--- config.mk ---
export PLATFORM = sky130hd
export DESIGN_NAME = random_choose_arbiter
export DESIGN_NICKNAME = d
export VERILOG_FILES = /design/src/rtl/random_choose_arbiter.sv
export SDC_FILE = /design/constraint.sdc
export NUM_CORES = 1
export LEC_CHECK = 0
export CAP_MARGIN = 25
export CORE_ASPECT_RATIO = 0.9
export CORE_MARGIN = 8
export CORE_UTILIZATION = 53
export CTS_CLUSTER_DIAMETER = 120
export DETAILED_ROUTE_END_ITERATION = 10
export PLACE_DENSITY_LB_ADDON = 0.15
export REMOVE_ABC_BUFFERS = 1
export SLEW_MARGIN = 20
export SYNTH_ARGS = -nofsm -noshare
export SYNTH_HDL_FRONTEND = slang
export SYNTH_SLANG_ARGS = --single-unit
--- constraint.sdc ---
create_clock -name in_clock -period 9.6 [get_ports in_clock]
set_input_delay 0.96 -clock in_clock [delete_from_list [all_inputs] [get_ports in_clock]]
set_output_delay 0.96 -clock in_clock [all_outputs]
set_load 0.02 [all_outputs]
--- src/rtl/random_choose_arbiter.sv ---
// random_choose_arbiter: round-robin sharing of one weighted-segment chooser among several requesters.
module random_choose #(
  parameter int WEIGHT_WIDTH = 8
) (
  input  logic                      in_clock,
  input  logic                      in_reset,
  input  logic [7:0]                in_seed,
  input  logic                      in_enable,
  input  logic [4*WEIGHT_WIDTH-1:0] in_weights,
  output logic [1:0]                out_segment_number
);
  localparam int SW = WEIGHT_WIDTH + 2;
  logic [7:0]    lfsr;
  logic [SW-1:0] c0, c1, c2, c3, r;
  assign c0 = SW'(in_weights[0 +: WEIGHT_WIDTH]);
  assign c1 = c0 + SW'(in_weights[WEIGHT_WIDTH +: WEIGHT_WIDTH]);
  assign c2 = c1 + SW'(in_weights[2*WEIGHT_WIDTH +: WEIGHT_WIDTH]);
  assign c3 = c2 + SW'(in_weights[3*WEIGHT_WIDTH +: WEIGHT_WIDTH]);
  // lfsr is never 0, so r = lfsr*sum/256 always lands strictly below sum
  assign r = SW'((SW+8)'(lfsr) * (SW+8)'(c3) >> 8);
  assign out_segment_number = r < c0 ? 2'd0 : r < c1 ? 2'd1 : r < c2 ? 2'd2 : 2'd3;
  always_ff @(posedge in_clock)
    if (in_reset) lfsr <= (in_seed == 8'd0) ? 8'd1 : in_seed;
    else if (in_enable) lfsr <= {1'b0, lfsr[7:1]} ^ (lfsr[0] ? 8'hB8 : 8'h00);
endmodule

module random_choose_arbiter #(
  parameter int NUM_REQ        = 4,
  parameter int WEIGHT_WIDTH   = 8,
  parameter int CHOOSE_LATENCY = 2
) (
  input  logic                              in_clock,
  input  logic                              in_reset,
  input  logic [7:0]                        in_seed,
  input  logic [NUM_REQ-1:0]                in_req,
  input  logic [NUM_REQ*4*WEIGHT_WIDTH-1:0] in_weights,
  output logic [NUM_REQ-1:0]                out_grant,
  output logic                              out_busy,
  output logic                              out_valid,
  output logic [$clog2(NUM_REQ)-1:0]        out_req_id,
  output logic [1:0]                        out_segment_number,
  output logic                              out_zero_weight
);
  localparam int IW = $clog2(NUM_REQ);
  localparam int CW = $clog2(CHOOSE_LATENCY + 1);
  localparam int SW = WEIGHT_WIDTH + 2;
  typedef enum logic [1:0] {IDLE, LOAD, RUN, DONE} state_t;
  state_t                    state, state_nx;
  logic [IW-1:0]             rr_ptr, pick_id;
  logic [IW:0]               idx;
  logic [4*WEIGHT_WIDTH-1:0] w_lat;
  logic [SW-1:0]             sum;
  logic [CW-1:0]             cnt;
  logic                      chooser_en, last;
  logic [1:0]                chosen;
  random_choose #(.WEIGHT_WIDTH(WEIGHT_WIDTH)) u_chooser (
    .in_clock(in_clock),
    .in_reset(in_reset),
    .in_seed(in_seed),
    .in_enable(chooser_en),
    .in_weights(w_lat),
    .out_segment_number(chosen)
  );
  assign sum = SW'(w_lat[0 +: WEIGHT_WIDTH]) + SW'(w_lat[WEIGHT_WIDTH +: WEIGHT_WIDTH])
             + SW'(w_lat[2*WEIGHT_WIDTH +: WEIGHT_WIDTH]) + SW'(w_lat[3*WEIGHT_WIDTH +: WEIGHT_WIDTH]);
  assign last = cnt == CW'(CHOOSE_LATENCY - 1);
  // scan downward so the candidate closest above rr_ptr is the one left standing
  always_comb begin
    idx = '0;
    pick_id = rr_ptr;
    for (int i = NUM_REQ - 1; i >= 0; i--) begin
      idx = {1'b0, rr_ptr} + (IW+1)'(i);
      idx = (idx >= (IW+1)'(NUM_REQ)) ? idx - (IW+1)'(NUM_REQ) : idx;
      pick_id = in_req[idx[IW-1:0]] ? idx[IW-1:0] : pick_id;
    end
  end
  always_comb begin
    state_nx = (state == IDLE) ? (|in_req ? LOAD : IDLE) :
               (state == LOAD) ? (sum == '0 ? DONE : RUN) :
               (state == RUN)  ? (last ? DONE : RUN) : IDLE;
  end
  always_ff @(posedge in_clock)
    if (in_reset) state <= IDLE;
    else state <= state_nx;
  always_ff @(posedge in_clock) begin
    if (in_reset) begin
      rr_ptr             <= '0;
      out_grant          <= '0;
      out_busy           <= 1'b0;
      out_valid          <= 1'b0;
      out_req_id         <= '0;
      out_segment_number <= 2'd0;
      out_zero_weight    <= 1'b0;
      w_lat              <= '0;
      cnt                <= '0;
      chooser_en         <= 1'b0;
    end else begin
      out_valid <= 1'b0;
      case (state)
        IDLE: if (|in_req) begin
          out_req_id      <= pick_id;
          out_grant       <= NUM_REQ'(1) << pick_id;
          out_busy        <= 1'b1;
          out_zero_weight <= 1'b0;
          w_lat           <= in_weights[pick_id*4*WEIGHT_WIDTH +: 4*WEIGHT_WIDTH];
        end
        LOAD: if (sum == '0) begin
          out_zero_weight    <= 1'b1;
          out_segment_number <= 2'd0;
          out_valid          <= 1'b1;
        end else begin
          chooser_en <= 1'b1;
          cnt        <= '0;
        end
        RUN: begin
          cnt <= cnt + 1'b1;
          if (last) begin
            out_segment_number <= chosen;
            chooser_en         <= 1'b0;
            out_valid          <= 1'b1;
          end
        end
        default: begin
          rr_ptr    <= (out_req_id == IW'(NUM_REQ - 1)) ? '0 : out_req_id + 1'b1;
          out_grant <= '0;
          out_busy  <= 1'b0;
        end
      endcase
    end
  end
endmodule

==> impl_results.md, run 1 <==
- Post-placement setup slack: 0.0788 ns
- Post-DR vias/cell: 5.49
- Final hold violation count: 0
- Number of nets in the finished design: 1243
- Post-synthesis area per instance: 9.00 µm²
- Critical-path cell with the highest stage delay: fa_1
- Category of the critical setup timing path: flip-flop to flip-flop
- Max-cap violations: 0
- WP buf/inv: 3
- Final period demand of the worst path: 9.19 ns
- Hold worst-path end: chooser_en
- Worst Path Arrival: 9.41 ns
- PortBufs: 152
- Worst reg2reg path depth: 38
- Type of origin of the critical path: flip-flop
- Number of diodes added for antenna fixing: 0
- Compound-gate portion of the synthesized area: 0.146
- Number of instances in the placed design: 1110
- Largest area contributor in the synthesized netlist: ha_1
- Highest net fanout along the worst path: 7
- Netlist Area Pre-Place: 0.00730 mm²
- Largest net degree at the start of global routing: 61
- Delay contributed by the slowest stage of the critical path: 0.55 ns
- First-pass GRT wire length: 30700 µm
- Count of clock tree sinks: 58
- Die W: 140 µm
- Global-route usage over all layers: 0.210
- Final-report max-slew violation count: 0
- Area overhead of the layout relative to synthesis: 29.3%
- Placer congestion estimate: 0.864
- Slack of the worst reg-to-reg path: 0.41 ns
- Type of the worst min-delay path: flip-flop to flip-flop
- CP Capture Type: flip-flop
- Hold Path Cell Cnt: 2
- Number of global-route vias before repair: 6405
- Worst Slack Setup Final: 0.410 ns
- Number of storage elements in the synthesis netlist: 58
- Synth top cells by count: 106 x inv_1, 103 x nand2_1, 89 x ha_1
- Data required time of the critical path: 9.82 ns
- Most used cell, CP: fa_1
- Start point of the critical path: w_lat[0]
- Final wirelength: 18200 µm
- Clock tree skew after final layout: 0.00884 ns
- Summed negative setup slack over all endpoints: 0 ns
- Delay-heaviest family, CP: adder cells
- Violation count after the first detailed-route iteration: 336
- CTS tree: built
- Final setup violation count: 0
- CTS HTree Levels: 3
- Combinational family with the most area after synthesis: adder cells
- Worst-skew pair later-pin latency: 0.34 ns
- Reg-to-reg startpoint: w_lat[0]
- Average detailed-routed wire length per instance: 16.1 µm
- Top area cells in the synthesized netlist: ha_1 15%, dfxtp_1 14%, fa_1 14%
- Core area: 0.0134 mm²
- Dominant synthesized flop cell: dfxtp_1
- Clock buffers created by TritonCTS: 9
- Post-synth top area share: 0.153
- Hold Startpoint: chooser_en
- Gate count after technology mapping: 811
- Post-cts hold buffer count: 0
- Die height: 127 µm
- Share of the yosys chip area belonging to registers: 0.170
- Relative max-transition margin: 0.570
- Post-CTS clock slew at the launch and capture registers of the worst setup and hold paths: 0.06 ns
- EDFF count, synth: 8
- Die area: 0.0178 mm²
- Adder-cell area share of the yosys netlist: 0.290
- Number of warnings issued by yosys: 0
- Reg2reg end: out_segment_number[1]
- Maximum clock path buffer count: 2
- Status: finished clean
- Final non-filler cell total: 1135
- Top Ports: 153
- Post-synth ARST share: 0
- Routed via count: 6232
- Starting density of the core: 0.544
- HPWL after detailed placement: 14400 µm
- GRT overflow: 0
- Ratio of cells with drive above 1 in the final layout: 0.119
- Antenna violations before repair: 0
- Number of placement rows: 40
- Fmax: 109 MHz
- Most numerous cell in the Yosys netlist: inv_1
- Final core area utilization: 0.703
- Worst Max-Slew Pin Slew: 0.645 ns
- Number of remaining DRC errors: 0
- Share of cell area taken by muxes after synthesis: 0.108
- Router iterations before antenna repair: 5
- Synthesized-area fraction occupied by and/or/nand/nor cells: 0.174
- Buffer cell driving the clock tree root: clkbuf_16
- Number of routed nets with antenna violations: 0
- Count of different cell masters after synthesis: 79
- Final period util: 0.957
- Xor/xnor share of the synthesized area: 0.0393
-- metal layers --
layer / GRT usage / share of wire
met5: 0 / 0
met4: 0.0555 / 0.012
met3: 0.0450 / 0.055
met2: 0.343 / 0.47
met1: 0.276 / 0.46
-- tightest hold or removal path, delay by kind of cell, from the launching register on --
family | cells | cell delay [ns]
DFF | 1 | 0.30
and+or+nand+nor | 1 | 0.05
AOI/OAI and AO/OA | 1 | 0.05
-- sequential cells by signal (all words and copies together) (netlist names) --
name                cells
cnt                     2
out_grant               4
state                   2
out_busy                1
chooser_en              1
rr_ptr                  2
out_segment_number      2
w_lat                  32
out_req_id              2
u_chooser.lfsr          8
out_valid               1
out_zero_weight         1
-- timing repair --
item	in CTS	in global routing
setup endpoints to repair	2	2
gates resized for setup	1	11
pin swaps	0	7
buffers inserted	0	9
-- cell usage in the layout, fill, tap and decap left out, types with 32 or more instances in the layout --
master           netlist  final
fa_1                  50     50
a21oi_1               68     66
mux4_2                32     32
ha_1                  89     88
dfxtp_1               50     50
and2_1                36     36
clkdlybuf4s50_1        0    151
nor2_1                36     34
nand2_1              103    103
inv_1                106    106
-- worst max-delay path by stage --
| stage | to | slack, ns | cells after the start |
|---|---|---|---|
| floorplan | out_segment_number[1] | 0.95 | 40 |
| global placement | out_segment_number[1] | 0.31 | 40 |
| detailed placement | out_segment_number[0] | 0.08 | 40 |
| CTS | out_segment_number[1] | 0.08 | 40 |
| global route | out_segment_number[1] | -0.01 | 39 |
| finish | out_segment_number[1] | 0.41 | 38 |
-- cell families (layout without fill, tap and decap cells) --
family / count (synthesis) / in the layout
AOI/OAI and AO/OA: 161 / 161
xor gates and xnor gates: 31 / 31
adders and majority gates: 139 / 139
buffers and inverters: 137 / 293
DFF: 58 / 58
muxes: 38 / 38
and+or+nand+nor: 247 / 247
-- through the flow --
| step | area, µm² | hold WS, ns |
|---|---|---|
| CTS | 9310 | 0.455 |
| global placement | 8980 | 0.445 |
| floorplan | 7160 | 0.433 |
| detailed placement | 8980 | 0.447 |
| finish | 9440 | 0.455 |
| global route | 9440 | 0.467 |
-- cell type report --
class | count | area, µm²
timing repair buffer | 171 | 1660
multi-input combinational | 616 | 5600
tap | 168 | 210
clock inverter | 6 | 90.1
sequential | 58 | 1240
fill | 1084 | 3980
inverter | 106 | 398
clock buffer | 10 | 239
Power of run 1 is not shown: default switching activity piles up to over one toggle a cycle in this logic, so the estimate is an artifact.
==> inputs of run 2 (changes only) <==
Settings changed: RECOVER_POWER set to 50.
==> impl_results.md, run 2 (synthesis gave the netlist of run 1 again) <==
- Number of nets in the finished design: 1243
- Post-DP Area: 0.00898 mm²
- Smallest hold slack: 0.456 ns
- Data required time of the critical path: 9.82 ns
- Reg-to-reg startpoint: w_lat[0]
- Summed negative setup slack over all endpoints: 0 ns
- Routed via count: 6258
- Buffer cell driving the clock tree root: clkbuf_16
- Type of the worst min-delay path: flip-flop to flip-flop
- Most used cell, CP: fa_1
- Count of clock tree sinks: 58
- Violations in the final reports: capacitance limit, slew limit
- Fmax: 109 MHz
- Most common cell after layout, fill and taps aside: clkdlybuf4s50_1
- Final-report max-slew violation count: 68
- Die area: 0.0178 mm²
- Flip-flop count of the largest register, all copies and words added: 32
- Number of stages on the worst setup path: 38
- Worst Max-Slew Pin Slew: 2.51 ns
- Critical-path cell with the highest stage delay: fa_1
- Area overhead of the layout relative to synthesis: 29.2%
- Ratio of cells with drive above 1 in the final layout: 0.116
- Placer congestion estimate: 0.864
- Category of the critical setup timing path: flip-flop to flip-flop
- Global-route usage over all layers: 0.210
- M2 GR Usage: 0.343
- CP Capture Type: flip-flop
- Met1 GRT Util: 0.276
- Maximum clock path buffer count: 2
- Slack of the worst reg-to-reg path: 0.41 ns
- Type of origin of the critical path: flip-flop
- Antenna violations before repair: 0
- Violation count after the first detailed-route iteration: 349
- First-pass GRT wire length: 30700 µm
- Hold Path Cell Cnt: 2
- Number of global-route vias before repair: 6405
- Clock tree skew after final layout: 0.00909 ns
- Clock buffers created by TritonCTS: 9
- Highest net fanout along the worst path: 7
- HPWL after detailed placement: 14400 µm
- Final non-filler cell area: 0.00943 mm²
- Delay contributed by the slowest stage of the critical path: 0.55 ns
- Start point of the critical path: w_lat[0]
- Post-DR vias/cell: 5.51
- Highest-count cells in the layout ignoring fill and taps: 138 x clkdlybuf4s50_1, 106 x inv_1, 103 x nand2_1, 88 x ha_1, 66 x a21oi_1
- Relative max-transition margin: -0.676
- Max-cap violations: 2
- Number of placement rows: 40
- Final hold violation count: 0
- Register with the highest flop count: w_lat
- Final period util: 0.958
- Worst Setup EP: out_segment_number[1]
- Status: finished, violations left
- CTS tree: built
- Average detailed-routed wire length per instance: 16.0 µm
- Final period demand of the worst path: 9.19 ns
- Met3 usage: 0.0450
- Starting density of the core: 0.544
- Final setup violation count: 0
- Die W: 140 µm
- Worst reg2reg path depth: 38
- Number of routed nets with antenna violations: 0
- CTS HTree Levels: 3
- Final wirelength: 18200 µm
- Post-CTS clock slew at the launch and capture registers of the worst setup and hold paths: 0.06 ns
- Core area: 0.0134 mm²
- Die height: 127 µm
- Reg2reg end: out_segment_number[1]
- Number of diodes added for antenna fixing: 0
- Top Ports: 153
- WP buf/inv: 3
- Number of remaining DRC errors: 0
- Largest net degree at the start of global routing: 61
- Most heavily used metal layer in global routing: met2
- Delay-heaviest family, CP: adder cells
- Worst-skew pair later-pin latency: 0.34 ns
- Router iterations before antenna repair: 5
- GRT overflow: 0
- Largest registers: w_lat (32), u_chooser.lfsr (8), out_grant (4)
- PortBufs: 152
- Worst Path Arrival: 9.42 ns
[run 2: changes by cell type in the layout (fill, tap and decap cells not counted), sizes merged]
cell / previous run / this run
buf: 20 / 18
clkbuf: 10 / 12
clkdlybuf4s50: 151 / 138
dlygate4sd3: 0 / 13
[run 2: layer usage]
layer | part of all wire | wire length (µm) | vias to the layer above
li1 | - | - | 3089
met3 | 0.056 | 1010 | 21
met1 | 0.46 | 8420 | 2981
met2 | 0.47 | 8540 | 167
met4 | 0.013 | 230 | 0
met5 | 0 | 0 | -
[run 2: what timing repair did]
action	CTS	global route
pin swaps	0	7
setup endpoints to repair	2	2
gates resized for setup	1	11
buffers inserted	0	9
hold buffers	0	0
[run 2: area by class of cell]
cell class / instances / area (µm²)
repair buffers: 171 / 1650
clock inverters: 6 / 90.1
multi-input cells: 616 / 5600
flip-flops and latches: 58 / 1240
clock buffers: 10 / 239
well taps: 168 / 210
inverters: 106 / 398
fillers: 1085 / 3990
[run 2: worst min-delay path by stage]
| stage | start | to | slack [ns] |
|---|---|---|---|
| 3_5_place_dp | chooser_en | chooser_en | 0.45 |
| 6_report | chooser_en | chooser_en | 0.46 |
| 3_3_place_gp | out_grant[0] | out_grant[0] | 0.44 |
| 4_1_cts | chooser_en | chooser_en | 0.46 |
| 5_1_grt | chooser_en | chooser_en | 0.47 |
| 2_1_floorplan | chooser_en | chooser_en | 0.43 |
[run 2: metrics by stage]
step	util	std cells	setup slack, ns
global route	0.703	1135	-0.0141
global placement	0.669	1110	0.314
CTS	0.694	1126	0.0816
floorplan	-	780	0.954
finish	0.703	1135	0.405
detailed placement	0.669	1110	0.0788
[run 2: worst reg2reg max path, delay by kind of cell, from the launching register on]
| family | cells | cell delay [ns] |
|---|---|---|
| AO/OA/AOI/OAI | 14 | 2.85 |
| buffers and inverters | 3 | 0.15 |
| flip-flops | 1 | 0.35 |
| AND/OR/NAND/NOR | 8 | 1.20 |
| XOR/XNOR | 3 | 0.68 |
| adder cells (fa/ha/maj) | 10 | 3.85 |
Power of run 2 is left out for the same reason.
==> inputs of run 3 (changes only) <==
Settings changed: ABC_CLOCK_PERIOD_IN_PS set to 9600, CELL_PAD_IN_SITES_DETAIL_PLACEMENT set to 2, CELL_PAD_IN_SITES_GLOBAL_PLACEMENT set to 2, CORE_MARGIN 8 to 3, CORE_UTILIZATION 53 to 32.
==> impl_results.md, run 3 (synthesis gave the netlist of run 1 again) <==
- Status: finished, violations left
- Violations in the final reports: capacitance limit, slew limit
- CTS HTree Levels: 3
- Register Area: 0.00124 mm²
- Delay-heaviest family, CP: adder cells
- Flip-flop count of the largest register, all copies and words added: 32
- Routed via count: 6487
- Relative max-transition margin: -0.147
- Top Ports: 153
- Post-CTS clock slew at the launch and capture registers of the worst setup and hold paths: 0.05 ns
- Area of the multi-input gates: 0.00568 mm²
- Final hold violation count: 0
- HPWL after detailed placement: 18700 µm
- Highest net fanout along the worst path: 6
- Slack of the worst reg-to-reg path: 0.43 ns
- Clock tree skew after final layout: 0.0113 ns
- Buffer cell driving the clock tree root: clkbuf_16
- Largest registers: w_lat (32), u_chooser.lfsr (8), out_grant (4)
- Highest-count cells in the layout ignoring fill and taps: 138 x clkdlybuf4s50_1, 106 x inv_1, 103 x nand2_1, 87 x ha_1, 65 x a21oi_1
- Final non-filler cell area: 0.00966 mm²
- Worst Setup EP: out_segment_number[1]
- Final wirelength: 23600 µm
- Reg2reg end: out_segment_number[1]
- Worst-skew pair later-pin latency: 0.35 ns
- Maximum clock path buffer count: 2
- Antenna violations before repair: 0
- Number of diodes added for antenna fixing: 0
- WP buf/inv: 4
- Most used cell, CP: fa_1
- Final-report max-slew violation count: 38
- Largest net degree at the start of global routing: 61
- Type of the worst min-delay path: flip-flop to flip-flop
- Number of stages on the worst setup path: 38
- Number of placement rows: 51
- Worst Path Arrival: 9.40 ns
- Violation count after the first detailed-route iteration: 169
- Start point of the critical path: w_lat[0]
- Number of nets in the finished design: 1245
- Area overhead of the layout relative to synthesis: 32.4%
- Ratio of cells with drive above 1 in the final layout: 0.121
- Final period util: 0.955
- Number of routed nets with antenna violations: 0
- Final period demand of the worst path: 9.17 ns
- Die height: 149 µm
- Hold Path Cell Cnt: 2
- CTS tree: built
- CP Capture Type: flip-flop
- Starting density of the core: 0.331
- Fmax: 109 MHz
- Data required time of the critical path: 9.83 ns
- GRT overflow: 0
- Die W: 165 µm
- Final setup violation count: 0
- Critical-path cell with the highest stage delay: fa_1
- Global-route usage over all layers: 0.196
- Most common cell after layout, fill and taps aside: clkdlybuf4s50_1
- Number of remaining DRC errors: 0
- First-pass GRT wire length: 38000 µm
- Post-DP Area: 0.00917 mm²
- Core area: 0.0220 mm²
- Die area: 0.0247 mm²
- Clock buffers created by TritonCTS: 9
- Placer congestion estimate: 0.790
- Register with the highest flop count: w_lat
- Number of filler cells placed in the layout: 2397
- Category of the critical setup timing path: flip-flop to flip-flop
- Post-cts hold buffer count: 0
- Reg-to-reg startpoint: w_lat[0]
- Router iterations before antenna repair: 5
- Delay contributed by the slowest stage of the critical path: 0.55 ns
- Number of global-route vias before repair: 7193
- Worst Max-Slew Pin Slew: 1.72 ns
- PortBufs: 152
- Worst reg2reg path depth: 38
- Max-cap violations: 1
- Post-DR vias/cell: 5.15
- Count of clock tree sinks: 58
- Average detailed-routed wire length per instance: 18.8 µm
- Type of origin of the critical path: flip-flop
[run 3: cell types whose count changed in the layout (fill, tap and decap cells not counted), moves of 2 or more]
cell,before,now
xnor2_2,2,4
a2111oi_2,3,1
xnor2_1,20,18
buf_4,17,19
clkinv_1,0,4
a2111oi_4,0,2
[run 3: tightest hold or removal path, stage by stage (launching register included)]
cell     delay [ns]
dfxtp_1        0.31
nand2_1        0.05
a21oi_1        0.05
[run 3: layer usage]
layer | vias to the layer above | global-route usage | wire length (µm)
met4 | 0 | 0.0323 | 158
li1 | 3081 | - | -
met2 | 106 | 0.337 | 11600
met1 | 3287 | 0.262 | 10800
met5 | - | 0 | 0
met3 | 13 | 0.0358 | 1030
[run 3: stage by stage]
step	worst slack (ns)	utilization	setup TNS [ns]	std cells	hold slack, ns
2_1_floorplan	0.954	-	0	780	0.433
3_3_place_gp	0.470	0.416	0	1238	0.453
3_5_place_dp	0.0994	0.416	0	1238	0.455
4_1_cts	0.0134	0.431	0	1254	0.463
5_1_grt	-0.118	0.439	-0.226	1260	0.480
6_report	0.429	0.439	0	1260	0.462
[run 3: worst min-delay path by stage]
stage	from	slack [ns]	to
after floorplan	chooser_en	0.43	chooser_en
after global placement	w_lat[15]	0.45	w_lat[15]
after detailed placement	w_lat[14]	0.45	w_lat[14]
after CTS	w_lat[14]	0.46	w_lat[14]
after global routing	w_lat[13]	0.48	w_lat[13]
final	w_lat[14]	0.46	w_lat[14]
[run 3: area by class of cell]
| cell class | instances | share of cell area |
|---|---|---|
| multi-input combinational | 616 | 0.588 |
| timing repair buffer | 173 | 0.172 |
| sequential | 58 | 0.128 |
| inverter | 106 | 0.0412 |
| tap | 291 | 0.0377 |
| clock buffer | 9 | 0.0233 |
| clock inverter | 7 | 0.00868 |
[run 3: repair_timing]
item                                    CTS  global route
setup buffers                             0             6
resized for setup                         0            23
endpoints found under the setup margin    0             2
Power of run 3 is left out for the same reason.
